## config.mk

```make
export PLATFORM = sky130hd
export DESIGN_NAME = morse_hex_decoder
export DESIGN_NICKNAME = d
export VERILOG_FILES = /design/src/rtl/morse_hex_decoder.sv
export SDC_FILE = /design/constraint.sdc
export NUM_CORES = 1
export LEC_CHECK = 0
export CORE_MARGIN = 2
export CORE_UTILIZATION = 55
export DETAILED_ROUTE_END_ITERATION = 6
export MAX_ROUTING_LAYER = met4
export PLACE_DENSITY = 0.77
export REMOVE_ABC_BUFFERS = 1
export SYNTH_ARGS = -nofsm -noshare
export SYNTH_HDL_FRONTEND = slang
export SYNTH_SLANG_ARGS = --single-unit
```

## constraint.sdc

```tcl
create_clock -name clk -period 3.88 [get_ports clk]
set_clock_uncertainty 0.05 [all_clocks]
set_input_delay 0.776 -clock clk [delete_from_list [all_inputs] [get_ports clk]]
set_output_delay 0.776 -clock clk [all_outputs]
set_load 0.05 [all_outputs]
```

## src/rtl/morse_hex_decoder.sv

```systemverilog
// Morse key to hex digit decoder: sync, debounce, dot/dash timing, letter gap, table lookup.
// valid/err pulse the cycle after EMIT; code_out holds until the next valid.
module morse_hex_decoder #(
    parameter int DEBOUNCE_CYC = 1_000_000,
    parameter int DASH_CYC     = 30_000_000,
    parameter int GAP_CYC      = 60_000_000
) (
    input  logic       clk,
    input  logic       rst,
    input  logic       key_raw,
    output logic [3:0] code_out,
    output logic       valid,
    output logic       err,
    output logic [2:0] sym_len,
    output logic [4:0] sym_bits,
    output logic       busy
);
    localparam int DBW = $clog2(DEBOUNCE_CYC + 1);
    localparam int DUW = $clog2(DASH_CYC + 1);
    localparam int GPW = $clog2(GAP_CYC + 1);
    localparam logic [DBW-1:0] DB_LAST  = DBW'(DEBOUNCE_CYC - 1);
    localparam logic [DUW-1:0] DASH_MAX = DUW'(DASH_CYC);
    localparam logic [GPW-1:0] GAP_LAST = GPW'(GAP_CYC - 1);

    typedef enum logic [1:0] {S_IDLE, S_PRESS, S_GAP, S_EMIT} state_t;

    state_t         state, state_nx;
    logic           key_m, key_s, key_db, key_db_d;
    logic [DBW-1:0] db_cnt;
    logic [DUW-1:0] dur;
    logic [GPW-1:0] gap;
    logic           ovf;
    logic           rise, fall;
    logic           hit;
    logic [3:0]     digit;

    always_ff @(posedge clk or posedge rst) begin
        if (rst) begin
            key_m <= 1'b0;
            key_s <= 1'b0;
        end else begin
            key_m <= key_raw;
            key_s <= key_m;
        end
    end

    // Level only moves after key_s has disagreed with it for DEBOUNCE_CYC cycles in a row.
    always_ff @(posedge clk or posedge rst) begin
        if (rst) begin
            key_db   <= 1'b0;
            key_db_d <= 1'b0;
            db_cnt   <= '0;
        end else begin
            key_db_d <= key_db;
            if (key_s == key_db) begin
                db_cnt <= '0;
            end else if (db_cnt == DB_LAST) begin
                key_db <= key_s;
                db_cnt <= '0;
            end else begin
                db_cnt <= db_cnt + 1'b1;
            end
        end
    end

    assign rise = key_db & ~key_db_d;
    assign fall = ~key_db & key_db_d;

    always_ff @(posedge clk or posedge rst) begin
        if (rst) state <= S_IDLE;
        else     state <= state_nx;
    end

    // A rise on the final gap cycle keeps the letter open.
    always_comb begin
        state_nx = state;
        case (state)
            S_IDLE:  if (rise) state_nx = S_PRESS;
            S_PRESS: if (fall) state_nx = S_GAP;
            S_GAP: begin
                if (rise)                 state_nx = S_PRESS;
                else if (gap == GAP_LAST) state_nx = S_EMIT;
            end
            S_EMIT:  state_nx = S_IDLE;
            default: state_nx = S_IDLE;
        endcase
    end

    always_comb begin
        busy  = (state != S_IDLE);
        hit   = 1'b1;
        digit = 4'h0;
        case ({sym_len, sym_bits})
            8'b001_00000: digit = 4'hE;
            8'b010_00001: digit = 4'hA;
            8'b011_00100: digit = 4'hD;
            8'b100_01000: digit = 4'hB;
            8'b100_01010: digit = 4'hC;
            8'b100_00010: digit = 4'hF;
            8'b101_11111: digit = 4'h0;
            8'b101_01111: digit = 4'h1;
            8'b101_00111: digit = 4'h2;
            8'b101_00011: digit = 4'h3;
            8'b101_00001: digit = 4'h4;
            8'b101_00000: digit = 4'h5;
            8'b101_10000: digit = 4'h6;
            8'b101_11000: digit = 4'h7;
            8'b101_11100: digit = 4'h8;
            8'b101_11110: digit = 4'h9;
            default:      hit   = 1'b0;
        endcase
    end

    always_ff @(posedge clk or posedge rst) begin
        if (rst) begin
            dur      <= '0;
            gap      <= '0;
            ovf      <= 1'b0;
            sym_len  <= 3'd0;
            sym_bits <= 5'd0;
            code_out <= 4'h0;
            valid    <= 1'b0;
            err      <= 1'b0;
        end else begin
            valid <= 1'b0;
            err   <= 1'b0;
            case (state)
                S_IDLE: if (rise) dur <= '0;
                S_PRESS: begin
                    if (fall) begin
                        gap <= '0;
                        if (sym_len < 3'd5) begin
                            sym_bits <= {sym_bits[3:0], (dur >= DASH_MAX)};
                            sym_len  <= sym_len + 3'd1;
                        end else begin
                            ovf <= 1'b1;
                        end
                    end else if (dur != DASH_MAX) begin
                        dur <= dur + 1'b1;
                    end
                end
                S_GAP: begin
                    if (rise) dur <= '0;
                    else      gap <= gap + 1'b1;
                end
                S_EMIT: begin
                    if (hit && !ovf) begin
                        code_out <= digit;
                        valid    <= 1'b1;
                    end else begin
                        err <= 1'b1;
                    end
                    sym_len  <= 3'd0;
                    sym_bits <= 5'd0;
                    ovf      <= 1'b0;
                end
                default: ;
            endcase
        end
    end
endmodule

```

* Word-level counts from Yosys, hierarchy flattened
Index checks and enable logic that the tools add are counted.
Word-level totals: word-level logic and storage cells 102, output and inout port bits 15, flip-flop bits (word level) 92, bits of input ports 3
Operators by class: add/sub/neg operators 4, reductions and logical operators 16, magnitude comparators 2, multiplexer cells 29, bitwise operators 5, eq/ne operators 32
Operators by type and width (count):
- == test 8 bit, second input constant | 13
- two-way mux 25 bit | 3
- one-hot mux 4 bit (15 select lines) | 1
- two-way mux 26 bit | 2
- one-hot mux 26 bit (2 select lines) | 1
- one-hot mux 25 bit (2 select lines) | 1
- two-way mux 20 bit | 2
- adder 26 x 1 -> 26 bit, second input constant | 1
- == test 26 bit, second input constant | 1
- adder 25 x 1 -> 25 bit, second input constant | 1
- >= comparator 25 bit, second input constant | 1
- inequality test 25 bit, second input constant | 1
- adder 20 x 1 -> 20 bit, second input constant | 1
- == test 20 bit, second input constant | 1
- == test 8 x 7 -> 1 bit, second input constant | 2
- OR reduction 16 bit | 1
- inequality test 2 bit, second input constant | 7
- AND reduction 3 bit | 4
- two-way mux 5 bit | 2
- one-hot mux 5 bit (2 select lines) | 1
- == test 8 x 6 -> 1 bit, second input constant | 1
- two-way mux 2 bit | 4
- one-hot mux 2 bit (4 select lines) | 1
- nonzero test 2 bit | 4
- other kinds (19) | 31

* Depth between registers and ports, before layout
Gate-level depths: netlist of run 1.
word-level depth 6, depth in mapped cells 9

* Worst setup path after synthesis of run 1
No wires, ideal clock.
path kind flip-flop to flip-flop, start point register sym_len[0], end point register code_out[0], slack 1.341 ns, period minus slack after synthesis 2.539 ns, data required time 3.705 ns, stages on the path, launching flop included 7, path buffers 1, arrival time 2.364 ns, cells stage by stage dfrtp_1 buf_2 or3_1 a2111oi_0 nor2_1 a311oi_4 mux2_2
Between the ends: cells in the longest elaborated chain, start to end 5, elaborated cells on any way between the ends 21
RTL lines:
- start, declared | RTL line 14 | output logic [2:0] sym_len,
- start signal, assigned | RTL line 134 | sym_len <= sym_len + 3'd1;
- == test 8 bit (tied with other cells) | RTL line 93 | case ({sym_len, sym_bits})
- OR reduction 16 bit (no line)
- two-way mux 1 bit | RTL line 93
- logical AND 1 bit | RTL line 147 | if (hit && !ovf) begin
- AND reduction 2 bit (no line)
- end signal, assigned | RTL line 148 | code_out <= digit;
- end, declared | RTL line 11 | output logic [3:0] code_out,
Several ways; a longest one is shown, not always the timed one. A chain may end at the register's enable or synchronous reset.

* Worst setup path in the final report of run 1
start point register state[0], end point output busy
Between the ends: cells in the longest elaborated chain, start to end 1
RTL lines:
- start, declared | RTL line 27 | state_t state, state_nx;
- start signal, assigned | RTL line 71 | else state <= state_nx;
- nonzero test 2 bit | RTL line 90 | busy = (state != S_IDLE);
- end, declared | RTL line 16 | output logic busy
No other way between the ends.

==> results of run 1 <==
## power by group through the flow
stage	Sequential (mW)	Clock, mW	Combinational, mW
after detailed placement	0.984	0	0.0326
after global routing	0.965	0.710	0.0365
after global placement	0.983	0	0.0318
after floorplan	0.983	0	0.0207
final	0.964	0.656	0.0305
after CTS	0.964	0.665	0.0327
## how the worst min path moves through the flow
stage / start / slack [ns] / end
6_report: key_m$_DFF_PP0_ / 0.31 / key_s$_DFF_PP0_
5_1_grt: key_m$_DFF_PP0_ / 0.32 / key_s$_DFF_PP0_
4_1_cts: key_m$_DFF_PP0_ / 0.31 / key_s$_DFF_PP0_
3_5_place_dp: key_m$_DFF_PP0_ / 0.29 / key_s$_DFF_PP0_
3_3_place_gp: key_m$_DFF_PP0_ / 0.29 / key_s$_DFF_PP0_
2_1_floorplan: key_m$_DFF_PP0_ / 0.28 / key_s$_DFF_PP0_
## synthesized netlist by cell type (all sizes together), types with 3 or more instances
master,n
nor4b,4
nor2b,7
nand4bb,4
o31ai,8
a31oi,3
nand4,20
a21oi,26
and4,4
nand2b,6
a22o,3
nand3,32
nor2,58
nor3,11
and3,9
inv,17
or3,18
nor4,13
xnor2,20
a2111oi,3
clkbuf,14
o21ai,22
o211ai,7
ha,5
nand2,46
buf,8
xor2,22
o21a,4
dfrtp,92
or4,11
mux2,5
or2,4
or3b,3
## state kept, by name, summed over array words and instances, names as in the netlist
register  count
key_db        1
code_out      4
err           1
state         2
sym_len       3
key_db_d      1
key_s         1
sym_bits      5
db_cnt       20
ovf           1
dur          25
gap          26
valid         1
key_m         1
## metal layers
| layer | up-vias | GRT usage |
|---|---|---|
| met5 | - | - |
| met4 | 0 | 0.07903 |
| met3 | 15 | 0.03343 |
| met2 | 80 | 0.3534 |
| met1 | 1931 | 0.2943 |
| li1 | 1940 | - |
## kinds of logic (layout without fill, tap and decap cells)
kind of cell / after synthesis / in the layout / share of synthesized area
AO/OA/AOI/OAI: 91 / 91 / 0.1309
XOR/XNOR: 42 / 42 / 0.07277
adder cells (fa/ha/maj): 5 / 5 / 0.01238
buffers and inverters: 39 / 53 / 0.03713
flip-flops: 92 / 92 / 0.4554
multiplexers: 7 / 7 / 0.01510
AND/OR/NAND/NOR: 256 / 256 / 0.2762
## critical path, stage by stage, from the launching register on
cell             delay, ns
dfrtp_1               0.73
or2_2                 0.22
clkdlybuf4s50_1       0.79
## cell type report
cell class | count | area [sq um]
Timing Repair Buffer | 20 | 205.2
Tap cell | 108 | 135.1
Clock buffer | 11 | 141.4
Multi-Input combinational cell | 401 | 2565
Fill cell | 729 | 3331
Inverter | 17 | 65.06
Sequential cell | 92 | 2302
Clock inverter | 5 | 61.31
## metrics by stage
stage	cell area, sq um	utilization
6_report	5475	0.6218
5_1_grt	5475	0.6218
3_3_place_gp	5273	0.5988
3_5_place_dp	5273	0.5988
4_1_cts	5475	0.6218
2_1_floorplan	4931	-
==> flow_metrics.env, run 1 <==
export IMPL_critPathMaxFanout=20
export IMPL_numCtsBuffers=9
export IMPL_outcome="complete, no violations"
export IMPL_grt_pass1_wl_um=17710
export IMPL_nets=549
export IMPL_r2r_end="gap[12]$_DFFE_PP0P_"
export IMPL_hold_path_class="flip-flop to flip-flop"
export IMPL_antenna_cells=0
export IMPL_slew_viol_final=0
export IMPL_synth_area_sq_um=5055
export IMPL_grt_max_degree=48
export IMPL_synth_top_area_share=0.4554
export IMPL_r2r_start="state[0]$_DFFE_PP0P_"
export IMPL_final_common_cell="dfrtp_1"
export IMPL_reg2reg_depth=5
export IMPL_power_mw=1.651
export IMPL_holdPathStages=0
export IMPL_routed_top_layer="met4"
export IMPL_crit_start="state[0]$_DFFE_PP0P_"
export IMPL_p_int_mw=1.285
export IMPL_crit_path_start_kind="flip-flop"
export IMPL_p_leak_nw=2.222
export IMPL_synth_edf_count=0
export IMPL_die_area_sq_um=9973
export IMPL_avgSynthCellArea_sq_um=9.502
export IMPL_synth_seq_cells=92
export IMPL_root_buffer="clkbuf_8"
export IMPL_whs_ns=0.3089
export IMPL_area_delta_synth_final_pct=8.317
export IMPL_hold_viol_final=0
export IMPL_final_cells=654
export IMPL_p_per_area_nw_per_um2=301.5
export IMPL_wl_per_cell_um=15.54
export IMPL_ctsResizeCount=0
export IMPL_setup_worst_path_end="busy"
export IMPL_cts_htree_levels=3
export IMPL_cts_tree="yes"
export IMPL_antenna_found_initial=0
export IMPL_cts_buffer_depth=2
export IMPL_io_buffers=17
export IMPL_dp_hpwl_um=7067
export IMPL_ys_types=68
export IMPL_final_cell_mix="dfrtp_1 (92), nor2_1 (58), nand2_1 (46), nand3_1 (32), a21oi_1 (23)"
export IMPL_placed_cells=638
export IMPL_wl_met2_um=4931
export IMPL_grt_pass1_vias=3873
export IMPL_synth_largest_area_cell="dfrtp_1"
export IMPL_arrival_ns=2.09
export IMPL_fp_dieH_um=99.87
export IMPL_vdd_drop_max_mv=0.1894
export IMPL_drt_antenna_violating_nets=0
export IMPL_max_freq_ghz=0.3431
export IMPL_synth_async_reset_ratio=1.000
export IMPL_clk_pin_slew_ns=0.09
export IMPL_worstSetupPathType="flip-flop to output port"
export IMPL_drc=0
export IMPL_p_sw_mw=0.3654
export IMPL_finalCriticalPeriod_ns=2.914
export IMPL_critPathRequiredTime_ns=3.05
export IMPL_drtPass1Iterations=4
export IMPL_pin_count=18
export IMPL_grt_ovfl_total=0
export IMPL_combPwrFrac=0.018
export IMPL_layout_setup_ws_ns=0.9658
export IMPL_start_util=0.5740
export IMPL_coreArea_sq_um=8806
export IMPL_hold_buffers=0
export IMPL_clock_latency_ns=0.35
export IMPL_layout_drive_gt1_share=0.1026
export IMPL_r2r_setup_slack_ns=1.19
export IMPL_cts_sinks=92
export IMPL_finalSetupTns_ns=0
export IMPL_synth_area_top_cells="dfrtp_1 (46%), nor2_1 (4.3%), xor2_1 (3.8%)"
export IMPL_netSwitchingFraction=0.2214
export IMPL_pre_cts_ws_ns=1.209
export IMPL_placementRows=34
export IMPL_seq_area_frac_synth=0.4554
export IMPL_rsz0062_at_grt="false"
export IMPL_drt_met1_wl_um=4741
export IMPL_pwr_share_clk=0.397
export IMPL_routed_wl_um=10160
export IMPL_cts_setup_buffers=0
export IMPL_met3_length_um=313
export IMPL_p_seq_frac=0.584
export IMPL_finalSetupViolCount=0
export IMPL_worstSetupEndpointType="output port"
export IMPL_yosysWarningCount=0
export IMPL_relSlewSlack=0.4584
export IMPL_drv_cap=0
export IMPL_gp_congestion=0.8681
export IMPL_synthFlopType="dfrtp_1"
export IMPL_die_width_um=99.87
export IMPL_vias=3966
export IMPL_synthCells=532
export IMPL_grt_usage=0.2227
export IMPL_worst_pin_slew_ns=0.8115
export IMPL_vias_per_cell=6.064
export IMPL_drt_iter0_drc=148
export IMPL_fin_crit_sh=0.7511
(Power assumes the default switching activity.)
==> inputs of run 2 (changes only) <==
Settings changed: PLACE_DENSITY 0.77 to 0.8.
Clock period 3.88 ns to 2.5 ns, I/O delays scaled along.
==> flow_metrics.env, run 2 (synthesized netlist as in run 1, its figures left out) <==
export IMPL_cts_setup_buffers=0
export IMPL_top_regs="gap: 26 flops, dur: 25 flops, db_cnt: 20 flops"
export IMPL_drc=0
export IMPL_worst_pin_slew_ns=0.6426
export IMPL_cp_slowest_cell="or4_4"
export IMPL_io_buffers=17
export IMPL_vias=4128
export IMPL_p_leak_nw=2.368
export IMPL_routed_wl_um=10650
export IMPL_grt_pass1_vias=4008
export IMPL_final_cell_mix="dfrtp_1 (92), nor2_1 (58), nand2_1 (46), nand3_1 (32), buf_4 (26)"
export IMPL_power_mw=2.595
export IMPL_r2r_setup_slack_ns=0.14
export IMPL_vias_per_cell=6.088
export IMPL_layout_setup_ws_ns=0.1446
export IMPL_cts_tree="yes"
export IMPL_start_util=0.5740
export IMPL_layout_drive_gt1_share=0.1421
export IMPL_dp_hpwl_um=7577
export IMPL_cts_buffer_depth=2
export IMPL_die_area_sq_um=9973
export IMPL_reg2reg_depth=7
export IMPL_hold_path_class="flip-flop to flip-flop"
export IMPL_final_common_cell="dfrtp_1"
export IMPL_relSlewSlack=0.5677
export IMPL_grt_usage=0.2324
export IMPL_placed_area_sq_um=5463
export IMPL_vdd_drop_max_mv=0.2690
export IMPL_crit_path_start_kind="flip-flop"
export IMPL_area_delta_synth_final_pct=12.15
export IMPL_crit_path_cell_trace="inv_1 -> ha_1 -> or3b_2 -> or4_4 -> o21ai_4 -> or4_1 -> a21oi_1"
export IMPL_hold_buffers=0
export IMPL_fill_cells=700
export IMPL_nets=573
export IMPL_max_freq_ghz=0.4246
export IMPL_hold_viol_final=0
export IMPL_cts_htree_levels=3
export IMPL_fin_util=0.6438
export IMPL_whs_ns=0.3323
export IMPL_worstSetupPathType="flip-flop to flip-flop"
export IMPL_die_width_um=99.87
export IMPL_fp_dieH_um=99.87
export IMPL_arrival_ns=2.53
export IMPL_antenna_found_initial=0
export IMPL_drv_cap=0
export IMPL_top_register="gap"
export IMPL_max_stage_delay_ns=0.48
export IMPL_clk_pin_slew_ns=0.10
export IMPL_numCtsBuffers=9
export IMPL_rsz0062_at_grt="false"
export IMPL_largest_reg_flops=26
export IMPL_root_buffer="clkbuf_8"
export IMPL_coreArea_sq_um=8806
export IMPL_drt_iter0_drc=163
export IMPL_fin_crit_sh=0.9422
export IMPL_pin_count=18
export IMPL_worstSetupEndpointType="flip-flop"
export IMPL_placementRows=34
export IMPL_cts_sinks=92
export IMPL_critPathMaxFanout=15
export IMPL_grt_ovfl_total=0
export IMPL_finalSetupViolCount=0
export IMPL_finalCriticalPeriod_ns=2.355
export IMPL_slew_viol_final=0
export IMPL_p_per_area_nw_per_um2=457.7
export IMPL_holdPathStages=0
export IMPL_grt_max_degree=27
export IMPL_drt_antenna_violating_nets=0
export IMPL_outcome="complete, no violations"
export IMPL_gp_congestion=0.9172
export IMPL_antenna_cells=0
export IMPL_grt_pass1_wl_um=18480
export IMPL_wl_per_cell_um=15.70
export IMPL_critPathRequiredTime_ns=2.68
export IMPL_pre_cts_ws_ns=0.1633
export IMPL_clock_latency_ns=0.36
export IMPL_final_area_sq_um=5669
export IMPL_drtPass1Iterations=5
export IMPL_ctsResizeCount=0
## run 2: cell types whose count changed in the layout (fill, tap and decap cells not counted), sizes merged
| cell | previous run | this run |
|---|---|---|
| clkinvlp | 3 | 0 |
| clkdlybuf4s50 | 17 | 16 |
| inv | 16 | 19 |
| buf | 3 | 28 |
## run 2: final cells by class
type                       count  area [sq um]  area share
multi-input combinational    401          2565      0.4524
tap                          108         135.1     0.02384
inverter                      17         65.06     0.01148
timing repair buffer          44         395.4     0.06974
clock buffer                  11         141.4     0.02494
sequential                    92          2302      0.4061
clock inverter                 5         65.06     0.01148
## run 2: critical path, delay by kind of cell (launching register included)
kind / cells / cell delay (ns)
and+or+nand+nor: 3 / 1.11
DFF: 1 / 0.44
AOI/OAI and AO/OA: 2 / 0.41
adders and majority gates: 1 / 0.13
buffers and inverters: 1 / 0.08
## run 2: routing by layer
metal / vias to the layer above / GRT usage / wire length [um]
met5: - / - / 0
met1: 2011 / 0.3066 / 4797
li1: 1994 / - / -
met3: 13 / 0.05153 / 489
met4: 0 / 0.06533 / 119
met2: 110 / 0.3659 / 5239
## run 2: path summary, 6_finish.rpt
kind / from / end
min in group asynchronous: rst / dur[1]$_DFFE_PP0P_
worst min register to register: key_m$_DFF_PP0_ / key_s$_DFF_PP0_
max in group asynchronous: rst / gap[10]$_DFFE_PP0P_
worst max-delay path: dur[1]$_DFFE_PP0P_ / dur[19]$_DFFE_PP0P_
worst max register to register: dur[1]$_DFFE_PP0P_ / dur[19]$_DFFE_PP0P_
worst min-delay path: key_m$_DFF_PP0_ / key_s$_DFF_PP0_
## run 2: power breakdown
group	switching [mW]	leakage [nW]	internal (mW)	total, mW
Combinational	0.0381	0.984	0.0140	0.0521
Sequential	0.00496	1.28	1.49	1.50
Clock	0.542	0.105	0.503	1.05
## run 2: per-stage QoR
stage / TNS [ns] / cells
2_1_floorplan: -40.66 / 510
3_3_place_gp: 0 / 662
3_5_place_dp: 0 / 662
4_1_cts: 0 / 678
5_1_grt: 0 / 678
6_report: 0 / 678
==> inputs of run 3 (changes only) <==
Settings changed: CORE_UTILIZATION 55 to 35, PLACE_DENSITY 0.8 to 0.56.
==> flow_metrics.env, run 3 (synthesized netlist as in run 1, its figures left out) <==
export IMPL_antenna_cells=0
export IMPL_worst_pin_slew_ns=0.6438
export IMPL_p_int_mw=2.307
export IMPL_drc=0
export IMPL_p_seq_frac=0.511
export IMPL_area_delta_synth_final_pct=16.14
export IMPL_final_common_cell="dfrtp_1"
export IMPL_largest_reg_flops=26
export IMPL_fp_dieH_um=124.2
export IMPL_worstSetupPathType="flip-flop to flip-flop"
export IMPL_cts_htree_levels=3
export IMPL_finalCriticalPeriod_ns=2.368
export IMPL_hold_path_class="flip-flop to flip-flop"
export IMPL_combPwrFrac=0.018
export IMPL_io_buffers=17
export IMPL_layout_drive_gt1_share=0.1469
export IMPL_drt_iter0_drc=312
export IMPL_finalSetupTns_ns=0
export IMPL_antenna_found_initial=0
export IMPL_final_cell_mix="dfrtp_1 (92), nor2_1 (58), nand2_1 (46), nand3_1 (32), buf_4 (28)"
export IMPL_grt_pass1_vias=3869
export IMPL_max_stage_delay_ns=0.60
export IMPL_top_regs="gap: 26 flops, dur: 25 flops, db_cnt: 20 flops"
export IMPL_die_area_sq_um=15420
export IMPL_top_register="gap"
export IMPL_power_mw=2.933
export IMPL_fill_cells=1371
export IMPL_regArea_sq_um=2302
export IMPL_wl_per_cell_um=14.61
export IMPL_finalSetupViolCount=0
export IMPL_cts_sinks=92
export IMPL_vias=4030
export IMPL_critPathRequiredTime_ns=2.69
export IMPL_relSlewSlack=0.5668
export IMPL_worstSetupEndpointType="flip-flop"
export IMPL_crit_path_start_kind="flip-flop"
export IMPL_die_width_um=124.2
export IMPL_routed_wl_um=10990
export IMPL_placementRows=43
export IMPL_drtPass1Iterations=6
export IMPL_coreArea_sq_um=13990
export IMPL_root_buffer="clkbuf_16"
export IMPL_cp_top_family="simple AND/OR/NAND/NOR gates"
export IMPL_grt_usage=0.1573
export IMPL_clock_latency_ns=0.35
export IMPL_pin_count=18
export IMPL_p_sw_mw=0.6265
export IMPL_cp_slowest_cell="or4_4"
export IMPL_max_freq_ghz=0.4223
export IMPL_slew_viol_final=0
export IMPL_pwr_share_clk=0.472
export IMPL_start_util=0.3614
export IMPL_grt_ovfl_total=0
export IMPL_cts_tree="yes"
export IMPL_cts_setup_buffers=0
export IMPL_clk_pin_slew_ns=0.07
export IMPL_arrival_ns=2.56
export IMPL_hold_buffers=0
export IMPL_hold_viol_final=0
export IMPL_drt_antenna_violating_nets=0
export IMPL_grt_pass1_wl_um=18750
export IMPL_netSwitchingFraction=0.2136
export IMPL_fin_crit_sh=0.9471
export IMPL_vias_per_cell=5.359
export IMPL_outcome="complete, no violations"
export IMPL_numCtsBuffers=9
export IMPL_crit_path_cell_trace="or4_1 -> or4_4 -> o21ai_4 -> o311ai_0 -> o41ai_1"
export IMPL_grt_max_degree=41
export IMPL_critPathBufInv=0
export IMPL_p_per_area_nw_per_um2=499.6
export IMPL_p_leak_nw=2.419
export IMPL_drv_cap=0
export IMPL_dp_hpwl_um=7614
export IMPL_critPathMaxFanout=15
export IMPL_gp_congestion=0.8403
export IMPL_multi_input_area_sq_um=2565
export IMPL_rsz0062_at_grt="false"
export IMPL_ctsResizeCount=0
export IMPL_nets=575
export IMPL_vdd_drop_max_mv=0.3050
export IMPL_cts_buffer_depth=2
==> run 3: cell types whose count changed in the layout (fill, tap and decap cells not counted) <==
cell,previous run,this run
clkbuf_16,0,9
clkbuf_8,10,1
clkinvlp_4,0,2
clkbuf_1,1,0
buf_4,26,28
inv_6,3,0
clkinv_2,1,3
==> run 3: metrics by stage <==
stage	setup slack [ns]	instances	instance area [sq um]	hold slack [ns]	utilization
finish	0.1322	752	5871	0.3218	0.4197
global route	0.01029	752	5871	0.3296	0.4197
CTS	0.1340	752	5871	0.3202	0.4197
detailed placement	0.1497	736	5568	0.3044	0.3980
global placement	0.2318	736	5568	0.2897	0.3980
floorplan	-0.4420	510	4931	0.2812	-
==> run 3: area by class of cell <==
type | count | share of cell area
clock buffer | 10 | 0.04071
clock inverter | 6 | 0.01087
inverter | 17 | 0.01108
multi-input combinational | 401 | 0.4369
sequential | 92 | 0.3922
tap | 180 | 0.03836
timing repair buffer | 46 | 0.06991
==> run 3: power by group through the flow <==
stage	sequential, mW	combinational, mW	clock (mW)
finish	1.50	0.0516	1.38
global route	1.50	0.0615	1.49
CTS	1.50	0.0550	1.44
detailed placement	1.53	0.0550	0
global placement	1.53	0.0532	0
floorplan	1.53	0.0321	0
==> run 3: path summary, 6_finish.rpt <==
kind	end	cells past startpoint	slack, ns	from
max	dur[24]$_DFFE_PP0P_	5	0.13	dur[20]$_DFFE_PP0P_
min	key_s$_DFF_PP0_	0	0.32	key_m$_DFF_PP0_
max reg2reg	dur[24]$_DFFE_PP0P_	5	0.13	dur[20]$_DFFE_PP0P_
max in group asynchronous	code_out[2]$_DFFE_PP0P_	3	1.46	rst
min reg2reg	key_s$_DFF_PP0_	0	0.32	key_m$_DFF_PP0_
min in group asynchronous	db_cnt[14]$_DFF_PP0_	2	0.35	rst
==> run 3: per-layer routing <==
| metal | up-vias | track usage | share of wire |
|---|---|---|---|
| met2 | 71 | 0.2486 | 0.47 |
| met4 | 0 | 0.03581 | 0.011 |
| met5 | - | - | 0 |
| met3 | 11 | 0.04029 | 0.034 |
| met1 | 1957 | 0.2039 | 0.49 |
| li1 | 1991 | - | - |
